## src/rtl/queue_access_arbiter_pkg.sv

```systemverilog
// Shared encodings for the queue access arbiter: FSM states, requester ids
// and the queue data width.
package queue_access_arbiter_pkg;

  typedef enum logic {
    ST_ARB  = 1'b0,
    ST_EXEC = 1'b1
  } state_t;

  typedef logic [1:0] req_id_t;

  localparam req_id_t REQ_PUSH0 = 2'd0;
  localparam req_id_t REQ_PUSH1 = 2'd1;
  localparam req_id_t REQ_POP   = 2'd2;

  localparam int QUEUE_DW = 8;

  // Round-robin successor; the unused code 3 folds back onto push0.
  function automatic req_id_t next_req(input req_id_t id);
    case (id)
      REQ_PUSH0: return REQ_PUSH1;
      REQ_PUSH1: return REQ_POP;
      default:   return REQ_PUSH0;
    endcase
  endfunction

endpackage

```

## src/rtl/queue_access_arbiter_rr_pick3.sv

```systemverilog
// Combinational 3-way round-robin picker: searches starting at the requester
// after rr_ptr and returns the first eligible id.
module rr_pick3
  import queue_access_arbiter_pkg::*;
(
  input  logic [2:0] eligible,
  input  req_id_t    rr_ptr,
  output logic       grant_valid,
  output req_id_t    grant_id
);

  req_id_t first_id;
  req_id_t second_id;
  req_id_t third_id;

  function automatic logic elig_of(input logic [2:0] v, input req_id_t id);
    case (id)
      REQ_PUSH0: return v[0];
      REQ_PUSH1: return v[1];
      REQ_POP:   return v[2];
      default:   return 1'b0;
    endcase
  endfunction

  always_comb begin
    first_id    = next_req(rr_ptr);
    second_id   = next_req(first_id);
    third_id    = next_req(second_id);
    grant_valid = |eligible;
    grant_id    = REQ_PUSH0;
    if (elig_of(eligible, first_id)) begin
      grant_id = first_id;
    end else if (elig_of(eligible, second_id)) begin
      grant_id = second_id;
    end else if (elig_of(eligible, third_id)) begin
      grant_id = third_id;
    end
  end

endmodule

```

## src/rtl/queue_access_arbiter.sv

```systemverilog
// Shares one single-port queue between two producers and one consumer:
// ARB picks a requester round-robin, EXEC drives exactly one queue operation.
module queue_access_arbiter
  import queue_access_arbiter_pkg::*;
#(
  parameter int DEPTH = 128,
  parameter int CW    = 8
) (
  input  logic                Clk_i,
  input  logic                Rst_i,
  input  logic                push0_req_i,
  input  logic [QUEUE_DW-1:0] push0_data_i,
  output logic                push0_ack_o,
  input  logic                push1_req_i,
  input  logic [QUEUE_DW-1:0] push1_data_i,
  output logic                push1_ack_o,
  input  logic                pop_req_i,
  output logic                pop_ack_o,
  output logic                pop_valid_o,
  output logic [QUEUE_DW-1:0] pop_data_o,
  output logic                q_en_o,
  output logic                q_rw_o,
  output logic [QUEUE_DW-1:0] q_wdata_o,
  input  logic [QUEUE_DW-1:0] q_rdata_i,
  input  logic                q_empty_i,
  input  logic                q_full_i,
  output logic [CW-1:0]       count_o
);

  logic [2:0] eligible;
  logic       grant_valid;
  req_id_t    grant_id;

  state_t     state_p0;
  req_id_t    rr_ptr_p0;
  req_id_t    exec_id_p0;

  function automatic logic [CW-1:0] count_inc(input logic [CW-1:0] c);
    return (c >= CW'(DEPTH)) ? c : c + CW'(1);
  endfunction

  function automatic logic [CW-1:0] count_dec(input logic [CW-1:0] c);
    return (c == '0) ? c : c - CW'(1);
  endfunction

  function automatic logic [QUEUE_DW-1:0] push_data_mux(
    input req_id_t             id,
    input logic [QUEUE_DW-1:0] d0,
    input logic [QUEUE_DW-1:0] d1
  );
    case (id)
      REQ_PUSH0: return d0;
      REQ_PUSH1: return d1;
      default:   return '0;
    endcase
  endfunction

  always_comb begin
    eligible = {pop_req_i & ~q_empty_i,
                push1_req_i & ~q_full_i,
                push0_req_i & ~q_full_i};
  end

  rr_pick3 u_pick (
    .eligible    (eligible),
    .rr_ptr      (rr_ptr_p0),
    .grant_valid (grant_valid),
    .grant_id    (grant_id)
  );

  // ARB -> EXEC: grant registered; EXEC -> ARB: queue op retires, count moves
  always_ff @(posedge Clk_i or negedge Rst_i) begin
    if (!Rst_i) begin
      state_p0    <= ST_ARB;
      rr_ptr_p0   <= REQ_POP;
      exec_id_p0  <= REQ_PUSH0;
      q_en_o      <= 1'b0;
      q_rw_o      <= 1'b0;
      q_wdata_o   <= '0;
      push0_ack_o <= 1'b0;
      push1_ack_o <= 1'b0;
      pop_ack_o   <= 1'b0;
      pop_valid_o <= 1'b0;
      pop_data_o  <= '0;
      count_o     <= '0;
    end else begin
      pop_valid_o <= 1'b0;
      if (state_p0 == ST_ARB) begin
        if (grant_valid) begin
          state_p0    <= ST_EXEC;
          rr_ptr_p0   <= grant_id;
          exec_id_p0  <= grant_id;
          q_en_o      <= 1'b1;
          q_rw_o      <= (grant_id != REQ_POP);
          q_wdata_o   <= push_data_mux(grant_id, push0_data_i, push1_data_i);
          push0_ack_o <= (grant_id == REQ_PUSH0);
          push1_ack_o <= (grant_id == REQ_PUSH1);
          pop_ack_o   <= (grant_id == REQ_POP);
        end else begin
          q_en_o      <= 1'b0;
          q_rw_o      <= 1'b0;
          q_wdata_o   <= '0;
          push0_ack_o <= 1'b0;
          push1_ack_o <= 1'b0;
          pop_ack_o   <= 1'b0;
        end
      end else begin
        state_p0    <= ST_ARB;
        q_en_o      <= 1'b0;
        q_rw_o      <= 1'b0;
        q_wdata_o   <= '0;
        push0_ack_o <= 1'b0;
        push1_ack_o <= 1'b0;
        pop_ack_o   <= 1'b0;
        if (exec_id_p0 == REQ_POP) begin
          pop_data_o  <= q_rdata_i;
          pop_valid_o <= 1'b1;
          count_o     <= count_dec(count_o);
        end else begin
          count_o     <= count_inc(count_o);
        end
      end
    end
  end

endmodule

```

## config.mk

```make
export PLATFORM = sky130hd
export DESIGN_NAME = queue_access_arbiter
export DESIGN_NICKNAME = d
export VERILOG_FILES = /design/src/rtl/queue_access_arbiter_pkg.sv /design/src/rtl/queue_access_arbiter_rr_pick3.sv /design/src/rtl/queue_access_arbiter.sv
export SDC_FILE = /design/constraint.sdc
export NUM_CORES = 1
export LEC_CHECK = 0
export BUFFER_PORTS_ARGS = -buffer_cell sky130_fd_sc_hd__buf_2
export CORE_MARGIN = 10
export CORE_UTILIZATION = 51
export CTS_CLUSTER_SIZE = 20
export DETAILED_ROUTE_END_ITERATION = 10
export PLACE_DENSITY = 0.84
export SETUP_SLACK_MARGIN = 0.4
export SYNTH_ARGS = -nofsm -noshare
export SYNTH_HDL_FRONTEND = slang
export SYNTH_HIERARCHICAL = 1
export SYNTH_SLANG_ARGS = --single-unit
```

## constraint.sdc

```tcl
create_clock -name Clk_i -period 5 [get_ports Clk_i]
set_input_delay 1 -clock Clk_i [delete_from_list [all_inputs] [get_ports Clk_i]]
set_output_delay 1 -clock Clk_i [all_outputs]
set_load 0.05 [all_outputs]
```

After elaboration in Yosys (flattened, before gate mapping)
Index checks and enable logic that the tools add are counted.

word-level totals
  register bits = 34
  output and inout port bits = 30

cells by class
  add/sub/neg operators = 2
  order comparisons = 1
  equality and inequality tests = 13
  muxes and demuxes = 30
  bitwise logic cells = 6
  reduce and logical (&&, ||, !) cells = 10

operators with widths
  kind                 count
  $mux 8               5
  $pmux 8 s2           1
  $mux 1               15
  $pmux 2 s2           3
  $eq 2x1->1 const B   5
  $eq 2x2->1 const B   5
  $logic_not 2->1      5
  $pmux 1 s3           3
  $add 8x1->8 const B  1
  $ge 8x8->1 const B   1
  $logic_not 8->1      1
  $sub 8x1->8 const B  1
  $mux 2               3
  $ne 2x2->1 const B   3
  $reduce_and 2->1     2
  $and 1x1->1          3
  $not 1->1            3
  $reduce_and 3->1     1
  $reduce_or 3->1      1

Depth between registers and ports, before layout
Gate-level depths: netlist of the first run.

  word-level depth = 17
  gate-level depth with buffers = 7
  gate-level depth less buffers = 7

By module
Netlist of the first run, hierarchy kept.

by module, submodules not included
  module                times used  cells an instance  area each (um^2)  sequential area each (um^2)
  queue_access_arbiter  1           123                1455.1            827.0
  rr_pick3              1           8                  50.0              0.0

Worst setup path before layout of the first run
No wires, ideal clock.

  kind = reg-to-reg
  from = register count_o[2]
  to = register count_o[1]
  library setup time = 0.125 ns
  arrival = 2.284 ns
  data required time = 4.875 ns
  path slack = 2.591 ns
  cell stages (with the launch flop) = 6
  cell sequence = dfrtp_1 > or4b_4 > or4_4 > buf_6 > and3_4 > mux2_4

between the ends
  word-level cells in the longest chain between the ends = 3

ends and longest elaborated chain
  item                                           RTL line                                                RTL
  start: declaration                             queue_access_arbiter.sv:27                              output logic [CW-1:0] count_o
  start signal: assignment                       queue_access_arbiter.sv:118                             count_o <= count_dec(count_o);
  start signal: assignment                       queue_access_arbiter.sv:120                             count_o <= count_inc(count_o);
  $ge 8x8->1 or $logic_not 8->1 (tied branches)  queue_access_arbiter.sv:39, queue_access_arbiter.sv:43
  $ne 2x2->1 (no line)                           --
  $reduce_and 3->1 (no line) (*)                 --

Mark *: on every way between the ends. The rest lies on a longest branch, timed or not.
A chain may end at the register's enable or synchronous reset.

Worst setup path in the final report of the first run
  from = input q_full_i
  to = register pop_ack_o

between the ends
  word-level cells in the longest chain between the ends = 11

ends and longest elaborated chain
  item                    RTL line                             RTL
  start: declaration      queue_access_arbiter.sv:26           input logic q_full_i,
  $not 1->1 (*)           queue_access_arbiter.sv:60           push1_req_i & ~q_full_i,
  $and 1x1->1 (*)         queue_access_arbiter.sv:60
  named net eligible[1]   queue_access_arbiter.sv:30           logic [2:0] eligible;
  $pmux 1 s3              queue_access_arbiter_rr_pick3.sv:17  case (id)
  $mux 1                  queue_access_arbiter_rr_pick3.sv:33  end else if (elig_of(eligible, second_id)) begin
  $mux 1                  queue_access_arbiter_rr_pick3.sv:31  if (elig_of(eligible, first_id)) begin
  $mux 2                  queue_access_arbiter_rr_pick3.sv:35  end else if (elig_of(eligible, third_id)) begin
  $mux 2                  queue_access_arbiter_rr_pick3.sv:33
  $mux 2 (*)              queue_access_arbiter_rr_pick3.sv:31
  named net grant_id[0]   queue_access_arbiter.sv:32           req_id_t grant_id;
  $eq 2x2->1 (*)          queue_access_arbiter.sv:98           pop_ack_o <= (grant_id == REQ_POP);
  $mux 1 (*)              queue_access_arbiter.sv:89           if (grant_valid) begin
  $mux 1 (*)              queue_access_arbiter.sv:88           if (state_p0 == ST_ARB) begin
  end signal: assignment  queue_access_arbiter.sv:98
  end: declaration        queue_access_arbiter.sv:18           output logic pop_ack_o,

The timed path passes the listed nets; every way through them passes the cells marked *. The select of a mux whose other input is x is not followed.

==> flow_metrics.py, run 1 <==
metrics = {
    "floorplanning": {
        "die_width_um": 74.3,
        "design.portCount": 61,
        "chipHeight_um": 74.3,
        "start_util_pct": 54.1,
        "fp.dieArea_um2": 5520,
        "rows": 19,
        "core_um2": 2780,
    },
    "layout": {
        "leading_cell_type_in_the_layout_fill_and_taps_excluded": "sky130_fd_sc_hd__buf_2",
        "drive_gt1_share_pct": 42.5,
        "final_antenna_diode_count": 0,
        "areaGrowthSynthToFinish_pct": 27.3,
        "final_nets": 224,
        "layout_common_cells": "60 x sky130_fd_sc_hd__buf_2, 32 x sky130_fd_sc_hd__dfrtp_1, 13 x sky130_fd_sc_hd__nor2_1",
    },
    "worst_setup_path": {
        "worst-r2r-cell-count": 4,
        "worst_ep_required_time_ns": 5.24,
        "crit_path_end_kind": "register",
        "path_class": "in -> reg",
        "critPathLaunchType": "primary input",
        "critical_path.cell_chain": "buf_2, nor2b_1, nand2b_1, o2bb2ai_1, inv_1, and3_1",
        "maximum_fanout_count_along_the_critical_path": 10,
        "arrival_ns": 2.86,
        "cp_top_family": "compound AO/OA/AOI/OAI gates",
        "slowest_delay_ns": 0.86,
        "path_depth": 6,
        "cpMaxStageDelayCell": "sky130_fd_sc_hd__o2bb2ai_1",
        "bufs_and_invs_on_worst_path": 2,
    },
    "placement": {
        "numPortBuffers": 60,
        "worst_slack_at_placement_ns": 2.11,
        "gpl.final_weighted_congestion": 0.915,
        "detailed_place_hpwl_um": 2960,
    },
    "yosys": {
        "yosys_register_bits": 33,
        "synth_cell_types": 33,
        "synth-simple-area-share_pct": 19.2,
        "post_synth_fa_ha_maj_area_fraction_pct": 0.831,
        "syn-instance-count": 131,
        "sequential_share_of_the_synthesized_area_pct": 54.9,
        "synthesis.yosys.warnings": 6,
        "synth_edf_count": 0,
        "synth_top_family_by_area": "simple AND/OR/NAND/NOR gates",
        "synth.area.mux_share_pct": 13.1,
        "syn-num-nets": 163,
        "avgSynthCellArea_um2": 11.5,
        "post_synth_xor_area_fraction_pct": 4.66,
        "synth_area_um2": 1510,
        "postSynth.topFlopCell": "sky130_fd_sc_hd__dfrtp_1",
        "async_reset_ff_share_pct": 100,
        "synth_compound_gate_area_share_pct": 4.57,
    },
    "power": {
        "p_leak_nw": 0.962,
        "ir_worst_vdd_mv": 0.486,
        "power_per_cell_area_nw_per_um2": 658,
    },
    "clocking": {
        "clock-sinks": 33,
        "cts.hold.buffers_added": 0,
        "clkTransAtPathRegs_ns": 0.11,
        "clock_latency_ns": 0.34,
        "cts-resized-gates": 0,
        "cts_tree": "yes",
        "clock_tree.root_cell": "sky130_fd_sc_hd__clkbuf_4",
        "cts_buffer_depth": 2,
        "cts_made_buffers": 5,
        "cts_setup_buffers": 0,
        "htreeDepth": 2,
    },
    "flow_run": {
        "number_of_maximum_capacitance_constraint_violations": 0,
    },
    "global_route": {
        "grt_start_max_net_pins": 34,
        "grt_first_pass_wirelength_um": 6360,
        "grt_util_all_layers_pct": 14.7,
        "overflow": 0,
        "antenna_violations_before_repair": 0,
        "first_global_vias": 1382,
    },
    "outcome": {
        "run_status": "finished, final reports clean",
    },
    "detailed_routing": {
        "routed-via-count": 1227,
        "routed_via_density": 5.48,
        "drt_wl_total_um": 3850,
        "wire_per_inst_um": 17.2,
        "drc": 0,
        "drt_pre_antenna_iters": 4,
        "drt-initial-drc-count": 103,
        "drt.antenna.violating_nets": 0,
    },
    "sta": {
        "finalHoldViolCount": 0,
        "tns_ns": 0,
        "final.period_utilization_pct": 52.5,
        "rsz_0062_raised_after_global_routing": "no",
        "slew-limit-headroom_pct": 27.7,
        "setup-violations-final": 0,
        "timing_worst_slew_pin_value_ns": 1.08,
        "finalWorstSetupSlack_ns": 2.38,
        "fin_skew_ns": 0.00555,
        "timing.final.max_slew_violations": 0,
        "finalCriticalPeriod_ns": 2.62,
        "fmax_ghz": 0.381,
    },
    "hold_path": {
        "worst_hold_path_type": "reg -> reg",
        "whs_path_depth": 2,
    },
}
[power by group]
group	switching [W]	internal, W
Clock	0.0000953	0.000155
Combinational	0.000408	0.000169
Sequential	0.0000851	0.000349
[flip-flops by register name (all words and copies together) (netlist names)]
register     flops
pop_ack_o        1
push0_ack_o      1
state_p0         1
exec_id_p0       1
pop_data_o       8
q_rw_o           1
push1_ack_o      1
rr_ptr_p0        2
count_o          8
pop_valid_o      1
q_wdata_o        8
[final timing paths]
| check | slack [ns] | endpoint | start |
|---|---|---|---|
| setup / recovery | 2.38 | pop_ack_o | q_full_i |
| hold / removal | 0.48 | rr_ptr_p0[1] | rr_ptr_p0[1] |
| setup reg to reg | 2.75 | count_o[1] | count_o[2] |
| hold reg to reg | 0.48 | rr_ptr_p0[1] | rr_ptr_p0[1] |
| max in group asynchronous | 3.85 | pop_data_o[0] | Rst_i |
| min in group asynchronous | 0.69 | count_o[6] | Rst_i |
[routing by layer]
layer  vias to the layer above  part of all wire (%)  track usage (%)
li1                        581                     -                -
met3                         8                    11             8.78
met5                         -                     0                0
met4                         0                   1.8             4.27
met1                       590                    35             14.2
met2                        48                    52             25.9
[worst register-to-register path, stage by stage (launching register included)]
cell and delay (ns):
sky130_fd_sc_hd__dfrtp_1 0.49, sky130_fd_sc_hd__or4b_4 0.59, sky130_fd_sc_hd__or4_4 0.56, sky130_fd_sc_hd__and3_4 0.22, sky130_fd_sc_hd__mux2_4 0.29
[cell families (layout without fill, tap and decap cells)]
group           count (synthesis)  after routing
compound gates                  9              9
flops                          33             33
fa+ha+maj                       1              1
mux                            18             18
xor+xnor                        8              8
buf+inv                         9             71
simple gates                   53             53
[layout make-up]
| cell class | instances | area, um^2 |
|---|---|---|
| fill | 219 | 865 |
| clock inverter | 3 | 65.1 |
| sequential | 33 | 827 |
| tap | 31 | 38.8 |
| timing repair buffer | 60 | 300 |
| multi-input combinational | 89 | 637 |
| clock buffer | 5 | 37.5 |
| inverter | 3 | 11.3 |
[synth_stat cells (2+ instances only)]
cell type	count	area, um^2
sky130_fd_sc_hd__clkbuf_1	5	18.8
sky130_fd_sc_hd__dfrtp_1	32	801
sky130_fd_sc_hd__inv_1	3	11.3
sky130_fd_sc_hd__mux2_2	9	101
sky130_fd_sc_hd__mux2i_1	8	80.1
sky130_fd_sc_hd__nand2_1	10	37.5
sky130_fd_sc_hd__nand2b_1	5	31.3
sky130_fd_sc_hd__nand3_1	3	15.0
sky130_fd_sc_hd__nand4_1	2	12.5
sky130_fd_sc_hd__nor2_1	13	48.8
sky130_fd_sc_hd__nor2b_1	5	31.3
sky130_fd_sc_hd__nor3_1	3	15.0
sky130_fd_sc_hd__nor4_1	3	18.8
sky130_fd_sc_hd__o2111ai_1	4	35.0
sky130_fd_sc_hd__or3_1	2	12.5
sky130_fd_sc_hd__xnor2_1	7	61.3
[stage by stage]
step	power (W)	area (um^2)	cells	util (%)	hold slack, ns
final	0.00126	1920	224	68.9	0.477
after CTS	0.00127	1920	224	68.9	0.477
after floorplan	0.000871	1510	131	-	0.447
after detailed placement	0.00102	1810	216	65.2	0.461
after global placement	0.00100	1810	216	65.2	0.459
after global routing	0.00133	1920	224	68.9	0.516
No activity file was read; power rests on OpenSTA's default activity.
==> run 2, diff against run 1 <==
--- a/config.mk
+++ b/config.mk
@@ -7,10 +7,10 @@
 export LEC_CHECK = 0
 export BUFFER_PORTS_ARGS = -buffer_cell sky130_fd_sc_hd__buf_2
 export CORE_MARGIN = 10
-export CORE_UTILIZATION = 51
+export CORE_UTILIZATION = 47
 export CTS_CLUSTER_SIZE = 20
 export DETAILED_ROUTE_END_ITERATION = 10
-export PLACE_DENSITY = 0.84
+export PLACE_DENSITY = 0.78
 export SETUP_SLACK_MARGIN = 0.4
 export SYNTH_ARGS = -nofsm -noshare
 export SYNTH_HDL_FRONTEND = slang
==> constraint.sdc (replaced) <==
create_clock -name Clk_i -period 2.8 [get_ports Clk_i]
set_input_delay 0.56 -clock Clk_i [delete_from_list [all_inputs] [get_ports Clk_i]]
set_output_delay 0.56 -clock Clk_i [all_outputs]
set_load 0.05 [all_outputs]
==> flow_metrics.py, run 2 (synthesis gave the netlist of run 1 again) <==
metrics = {
    "sta": {
        "timing_worst_slew_pin_value_ns": 0.706,
        "tns_ns": 0,
        "finalCriticalPeriod_ns": 2.19,
        "fmax_ghz": 0.457,
        "slew-limit-headroom_pct": 52.9,
        "rsz_0062_raised_after_global_routing": "no",
        "setup-violations-final": 0,
        "fin_skew_ns": 0.00673,
        "finalHoldViolCount": 0,
        "final.period_utilization_pct": 78.1,
        "timing.final.max_slew_violations": 0,
    },
    "clocking": {
        "cts_made_buffers": 5,
        "cts_setup_buffers": 0,
        "cts-resized-gates": 0,
        "cts.hold.buffers_added": 0,
        "clock-sinks": 33,
        "cts_buffer_depth": 2,
        "clock_latency_ns": 0.33,
        "clkTransAtPathRegs_ns": 0.10,
        "clock_tree.root_cell": "sky130_fd_sc_hd__clkbuf_4",
        "cts_tree": "yes",
        "htreeDepth": 2,
    },
    "detailed_routing": {
        "drt_wl_total_um": 3690,
        "drc": 0,
        "wire_per_inst_um": 15.5,
        "drt-initial-drc-count": 65,
        "routed_via_density": 5.13,
        "drt_pre_antenna_iters": 4,
        "drt.antenna.violating_nets": 0,
        "routed-via-count": 1222,
    },
    "layout": {
        "drive_gt1_share_pct": 42.8,
        "design_area_um2": 1920,
        "areaGrowthSynthToFinish_pct": 27.8,
        "largestRegisters": "count_o: 8 flops, pop_data_o: 8 flops, q_wdata_o: 8 flops",
        "instances_no_fill": 238,
        "leading_cell_type_in_the_layout_fill_and_taps_excluded": "sky130_fd_sc_hd__buf_2",
        "layout_common_cells": "60 x sky130_fd_sc_hd__buf_2, 31 x sky130_fd_sc_hd__dfrtp_1, 13 x sky130_fd_sc_hd__nor2_1",
        "final_antenna_diode_count": 0,
        "final_nets": 225,
    },
    "worst_setup_path": {
        "worst-r2r-cell-count": 4,
        "critPathLaunchType": "register",
        "setup.worst_path.start": "rr_ptr_p0[0]",
        "worst_ep_required_time_ns": 3.02,
        "slowest_delay_ns": 0.58,
        "crit_path_end_kind": "register",
        "path_class": "reg -> reg",
        "rr_endpoint": "count_o[1]",
        "maximum_fanout_count_along_the_critical_path": 7,
        "beginning_of_the_worst_register_to_register_path": "rr_ptr_p0[0]",
        "critical_path.cell_chain": "or4b_4, or4_4, and3_4, mux2_4",
        "cpMaxStageDelayCell": "sky130_fd_sc_hd__or4b_4",
        "arrival_ns": 2.40,
        "timing.reg2reg.setup_slack_ns": 0.61,
    },
    "global_route": {
        "grt_util_all_layers_pct": 12.5,
        "overflow": 0,
        "globalRouteMet3Util_pct": 6.84,
        "grt_util_met1_pct": 12.1,
        "grt_start_max_net_pins": 34,
        "met2_usage_grt_pct": 21.6,
        "antenna_violations_before_repair": 0,
        "grt_first_pass_wirelength_um": 6000,
        "first_global_vias": 1339,
        "top_usage_layer": "met2",
    },
    "power": {
        "p_leak_nw": 0.957,
        "p_comb_share_pct": 47.3,
        "share_clk_of_total_power_pct": 16.8,
        "power_per_cell_area_nw_per_um2": 1130,
        "switching_power_w": 0.00103,
        "power.share.switching_pct": 47.5,
        "seq_power_share_pct": 35.8,
        "ir_worst_vdd_mv": 0.528,
        "report.power.total_w": 0.00218,
        "internal_power_w": 0.00114,
    },
    "floorplanning": {
        "chipHeight_um": 76.6,
        "fp.dieArea_um2": 5870,
        "start_util_pct": 49.3,
        "die_width_um": 76.6,
        "rows": 20,
        "core_um2": 3050,
        "design.portCount": 61,
    },
    "hold_path": {
        "worst_hold_path_type": "in -> async",
    },
    "placement": {
        "post_detailed_placement_cell_area_um2": 1840,
        "dp_cells": 230,
        "detailed_place_hpwl_um": 2910,
        "numPortBuffers": 60,
        "gpl.final_weighted_congestion": 0.917,
    },
    "outcome": {
        "run_status": "finished, final reports clean",
    },
    "flow_run": {
        "number_of_maximum_capacitance_constraint_violations": 0,
    },
}
==> run 2: cell count changes in the layout (fill, tap and decap cells not counted) <==
| cell | change |
|---|---|
| sky130_fd_sc_hd__dfrtp_1 | -1 |
| sky130_fd_sc_hd__clkbuf_8 | +1 |
| sky130_fd_sc_hd__clkbuf_1 | +1 |
| sky130_fd_sc_hd__dfrtp_2 | +1 |
| sky130_fd_sc_hd__buf_4 | +1 |
| sky130_fd_sc_hd__bufinv_16 | -1 |
| sky130_fd_sc_hd__clkinv_2 | -1 |
==> run 2: worst max-delay path by stage <==
| stage | cells after the start | endpoint | slack (ns) |
|---|---|---|---|
| finish | 4 | count_o[1] | 0.61 |
| global route | 4 | count_o[1] | 0.56 |
| CTS | 4 | count_o[1] | 0.61 |
| detailed placement | 4 | count_o[1] | 0.64 |
| global placement | 4 | count_o[1] | 0.68 |
| floorplan | 6 | count_o[1] | 0.41 |
==> run 2: metrics by stage <==
step                      setup slack, ns  hold WS (ns)  utilization, %
after global placement              0.677         0.463            60.2
after global routing                0.564         0.306            63.0
final                               0.612         0.272            63.0
after floorplan                     0.407         0.264               -
after CTS                           0.611         0.281            63.0
after detailed placement            0.636         0.461            60.2
==> run 2: power by group through the flow <==
stage,logic (W),clock network (W),registers [W]
after floorplan,0.000330,0,0.00123
after global placement,0.00103,0,0.000766
after detailed placement,0.00104,0,0.000788
after CTS,0.00104,0.000379,0.000778
after global routing,0.00109,0.000399,0.000802
final,0.00103,0.000366,0.000780
==> run 2: final cells by class <==
cell class                 count  area (um^2)
clock buffer                   7         55.1
timing repair buffer          61          308
fill                         263         1130
sequential                    33          828
tap                           44         55.1
clock inverter                 1         30.0
inverter                       3         11.3
multi-input combinational     89          637
==> run 2: worst max-delay path: cells and delay by family, from the launching register on <==
family	cells	cell delay, ns
mux	1	0.29
flops	1	0.44
simple gates	3	1.35
==> run 2: metal layers <==
metal	vias to the layer above	part of all wire, %
li1	581	-
met2	55	49
met5	-	0
met4	0	1.9
met1	578	39
met3	8	10
